### src/rtl/address_counter.sv
// address_counter: 74161-style loadable address counter with a RUN/HALTED FSM and optional halt on terminal count
module address_counter #(
  parameter int WIDTH      = 8,
  parameter bit STOP_AT_TC = 1'b0
) (
  input  logic             clk,
  input  logic             reset,
  input  logic             load_n,
  input  logic [WIDTH-1:0] d,
  input  logic             enable_p,
  input  logic             enable_t,
  input  logic             halt,
  input  logic             resume,
  output logic [WIDTH-1:0] q,
  output logic             rco,
  output logic             halted
);
  typedef enum logic {RUN, HALTED} state_t;
  state_t state_q, state_d;
  logic [WIDTH-1:0] cnt_q, cnt_d;
  logic inc, wrap;
  always_comb begin
    inc = state_q == RUN && enable_p && enable_t && !halt;
    wrap = inc && load_n && &cnt_q;
    cnt_d = !load_n ? d : inc ? cnt_q + WIDTH'(1) : cnt_q;
    state_d = halt ? HALTED :
              (state_q == HALTED && resume) ? RUN :
              (STOP_AT_TC && wrap) ? HALTED : state_q;
  end
  always_ff @(posedge clk or posedge reset)
    if (reset) begin
      cnt_q <= '0;
      state_q <= RUN;
    end else begin
      cnt_q <= cnt_d;
      state_q <= state_d;
    end
  assign q = cnt_q;
  assign rco = enable_t && &cnt_q;
  assign halted = state_q == HALTED;
endmodule

### config.mk
export PLATFORM = sky130hd
export DESIGN_NAME = address_counter
export DESIGN_NICKNAME = d
export VERILOG_FILES = /design/src/rtl/address_counter.sv
export SDC_FILE = /design/constraint.sdc
export NUM_CORES = 1
export LEC_CHECK = 0
export CORE_MARGIN = 1.5
export CORE_UTILIZATION = 38
export CTS_BUF_LIST = sky130_fd_sc_hd__clkbuf_8
export DETAILED_ROUTE_END_ITERATION = 12
export PLACE_DENSITY = 0.77
export SETUP_SLACK_MARGIN = 0.05
export SLEW_MARGIN = 10
export SYNTH_ARGS = -nofsm -noshare
export SYNTH_HDL_FRONTEND = slang
export SYNTH_SLANG_ARGS = --single-unit
### constraint.sdc
create_clock -name clk -period 1.5 [get_ports clk]
set_clock_uncertainty 0.2 [all_clocks]
set_input_delay 0.375 -clock clk [delete_from_list [all_inputs] [get_ports clk]]
set_output_delay 0.375 -clock clk [all_outputs]
set_load 0.02 [all_outputs]
Word-level counts from Yosys, hierarchy flattened
Index checks and enable logic that the tools add are counted.

cells by class
  reduce and logical (&&, ||, !) cells = 8
  bitwise operators = 1
  shift operators = 0
  equal/unequal tests = 1
  $lt $le $gt $ge = 0
  multiplexer cells = 4
  multiply operators = 0
  div/mod/pow operators = 0
  $add $sub $neg = 1

operators with widths
  operator               count
  $mux W8                2
  $add A8 B1 Y8 const B  1
  $reduce_and A8 Y1      1
  $logic_and A1 B1 Y1    5
  $mux W1                2
  $ne A2 B1 Y1 const B   1
  $reduce_bool A2 Y1     1
  $logic_not A1 Y1       1
  $not A1 Y1             1

storage, ports and cells
  latch bits = 0
  memories = 0
  output and inout port bits = 10
  memory bits (read-only) = 0
  input bits = 15
  bits in writable memories = 0
  bits in registers = 9

Longest topological paths before layout
  depth after elaboration = 6
  mapped depth = 4
  gate-level depth less buffers = 4

Worst setup path before layout
Ideal clock, no wire load.

  path type = register to output
  start point = reg cnt_q[0], in the netlist q[0]
  end point = out rco
  arrival time = 1,364 ps
  stages on the path, launching flop included = 4
  setup slack = -439 ps
  buffers on the path = 0
  cells stage by stage = dfrtp_1 ha_1 nand3_1 nor3_1

between the ends
  longest elaborated chain between the ends = 2

ends and longest elaborated chain
  element                 RTL line  RTL
  start, declared         20        logic [WIDTH-1:0] cnt_q, cnt_d;
  start signal, assigned  35        cnt_q <= cnt_d;
  $reduce_and A8 Y1       39        assign rco = enable_t && &cnt_q;
  $logic_and A1 B1 Y1     39
  end, declared           15        output logic rco,

No other way between the ends.

Worst setup path after layout
Ends and elaborated chain as after synthesis.

==> impl_metrics.ini <==
[sta]
post-route-period-util_pct = 112
hold_viol_final = 0
finalCriticalPeriod_ns = 1.68
slew_violations = 0
setup_viol = 10
worst_slack_ns = -0.180
rsz0062_at_grt = true
fmax_mhz = 595
slew_headroom_pct = 75.8
worst_pin_slew_ns = 0.362
worst_hold_slack_ns = 0.210

[yosys]
muxShareOfSynthArea_pct = 0
yosysTopAreaCell = dfrtp_1
synth_compound_area_share_pct = 16.0
ys_types = 26
synth_top_area_share_pct = 40.4
yosys.area_share.simple_pct = 34.2
yosys.area_share.xor_xnor_pct = 1.57
syn_area_per_cell_um2 = 9.13
synth_top_family_by_area = simple AND/OR/NAND/NOR gates
synth_async_sr_flop_share_pct = 100
synthTopCellsByArea = dfrtp_1 (40%), a31oi_1 (6.7%), nand4bb_4 (4.9%)
syn_nets = 77
yosys-top-cells-count = dfrtp_1 (9), a31oi_1 (6), nor2_1 (6)
syn_area_um2 = 557
ys.warnings.count = 0
synth-edff-count = 0
ys_seq_area_share_pct = 40.4
synthAdderAreaFrac_pct = 2.25
yosysMostFrequentCell = dfrtp_1
synthCells = 61
synth_seq_cells = 9
ys.flop_type = dfrtp_1

[outcome]
run_status = finished with violations
violations = setup timing

[cells_and_area]
nets = 128
diodes = 0
syn_to_final_growth_pct = 102
drive_above_1_share_pct = 50.5
post-route-util_pct = 84.4
fillerInstances = 81
multiInputGateArea_um2 = 357
final-seq-area_um2 = 235

[drt]
ant_nets = 0
dr.pass1.iters = 4
initialDrtViolationCount = 15
wl_per_cell_um = 15.7
drcViolationCount = 0
vias = 691
routed_wl_um = 1970
viasPerCell = 5.48

[clocking]
cts_buffers = 3
root_buffer = clkbuf_8
cts_sinks = 9
cts_tree = done
clk_latency_ns = 0.23
path_clk_slew_ns = 0.05
cts_buffer_depth = 2
ctsHoldBuffers = 0
htree_levels = 1

[worst_hold_path]
hp-class = in2async

[floorplanning]
initial_core_util_pct = 41.7
rows = 13
die-area_um2 = 1700
ioPinCount = 25
die_w_um = 41.3
core_um2 = 1330
die_y_um = 41.3

[pwr]
finalPower_w = 0.000925
cellLeakagePower_nw = 0.478
comb_power_share_pct = 38.1
p_int_w = 0.000649
pwr-share-clk_pct = 30.0
ir_drop_mv = 0.840
p_per_area_nw_per_um2 = 821
p_sw_share_pct = 29.8
seqPwrFrac_pct = 31.9
p_sw_w = 0.000276

[placement]
gp_congestion = 0.665
post-dp-hpwl_um = 1220
io_buffers = 24

[worst_setup_path]
cp.arrival_ns = 1.11
worstPathRequired_ns = 0.92
start_kind = register
path_class = reg2out
end_kind = primary output
crit_fanout = 2

[grt]
grt_overflow = 0
grt_use_total_pct = 25.2
antenna_found_initial = 0
grt_pass1_vias = 628
grt_pass1_wl_um = 2710
grt_max_degree = 12

[run]
maxCapViolations = 0
-- power by group through the flow --
stage / Combinational (W) / Sequential [W] / Clock [W]
after global routing: 0.000376 / 0.000298 / 0.000301
final: 0.000353 / 0.000295 / 0.000277
after floorplan: 0.0000855 / 0.000339 / 0
after CTS: 0.000333 / 0.000293 / 0.000279
after detailed placement: 0.000293 / 0.000295 / 0
after global placement: 0.000286 / 0.000294 / 0
-- cell usage in the layout, fill, tap and decap left out, types with 3 or more instances in the layout --
| cell | count |
|---|---|
| buf_4 | 19 |
| a31oi_1 | 5 |
| clkbuf_8 | 3 |
| dlygate4sd2_1 | 3 |
| dfrtp_2 | 8 |
| nand3_1 | 3 |
| nor2_1 | 6 |
| inv_1 | 3 |
| buf_6 | 16 |
| nand2_1 | 4 |
| clkdlybuf4s50_1 | 10 |
-- logic make-up after synthesis --
logic type / Yosys count
xor+xnor: 1
compound gates: 14
buf+inv: 6
simple gates: 30
fa+ha+maj: 1
flops: 9
-- worst max-delay path: stages (launching register included) --
cell and delay (ns):
dfrtp_2 0.39, ha_4 0.15, nand3_4 0.08, nor3_4 0.12, buf_6 0.13
-- metal layers --
layer	routed length, um	up-vias	part of all wire (%)	track usage [%]
met2	1070	41	54	47.3
met4	34	0	1.7	2.42
met1	702	318	36	27.2
li1	-	328	-	-
met3	164	4	8.3	9.78
met5	0	-	0	0
-- layout make-up --
type | instances | area share (%)
Clock buffer | 3 | 3.67
Clock inverter | 1 | 0.333
Inverter | 3 | 1.00
Multi-Input combinational cell | 46 | 31.7
Sequential cell | 9 | 20.9
Tap cell | 15 | 1.67
Timing Repair Buffer | 49 | 40.8
-- per-stage QoR --
step	setup slack [ns]	cell area (um^2)	instances	setup TNS, ns
floorplan	-0.0904	603	61	-0.266
global placement	-0.859	970	114	-5.19
detailed placement	-0.868	970	114	-5.60
CTS	-0.179	1090	124	-0.753
global route	-0.245	1130	126	-1.20
finish	-0.180	1130	126	-0.710
-- repair_timing --
item | in CTS | in global routing
pin swaps | 10 | 3
buffers inserted | 6 | 5
resized for setup | 69 | 10
endpoints found under the hold margin | 0 | 0
setup endpoints to repair | 18 | 17
-- sequential cells by signal, indices dropped and copies added (netlist names) --
register / count
halted: 1
q: 8
-- worst paths after layout --
kind,start,to,slack (ns),cells past startpoint
max,q[0],rco,-0.18,4
min,reset,q[3],0.21,2
max reg2reg,halted,q[6],-0.10,3
min reg2reg,halted,halted,0.40,2
max in group asynchronous,reset,q[4],0.61,2
min in group clk,halt,halted,0.40,3
No activity file was read; power rests on OpenSTA's default activity.
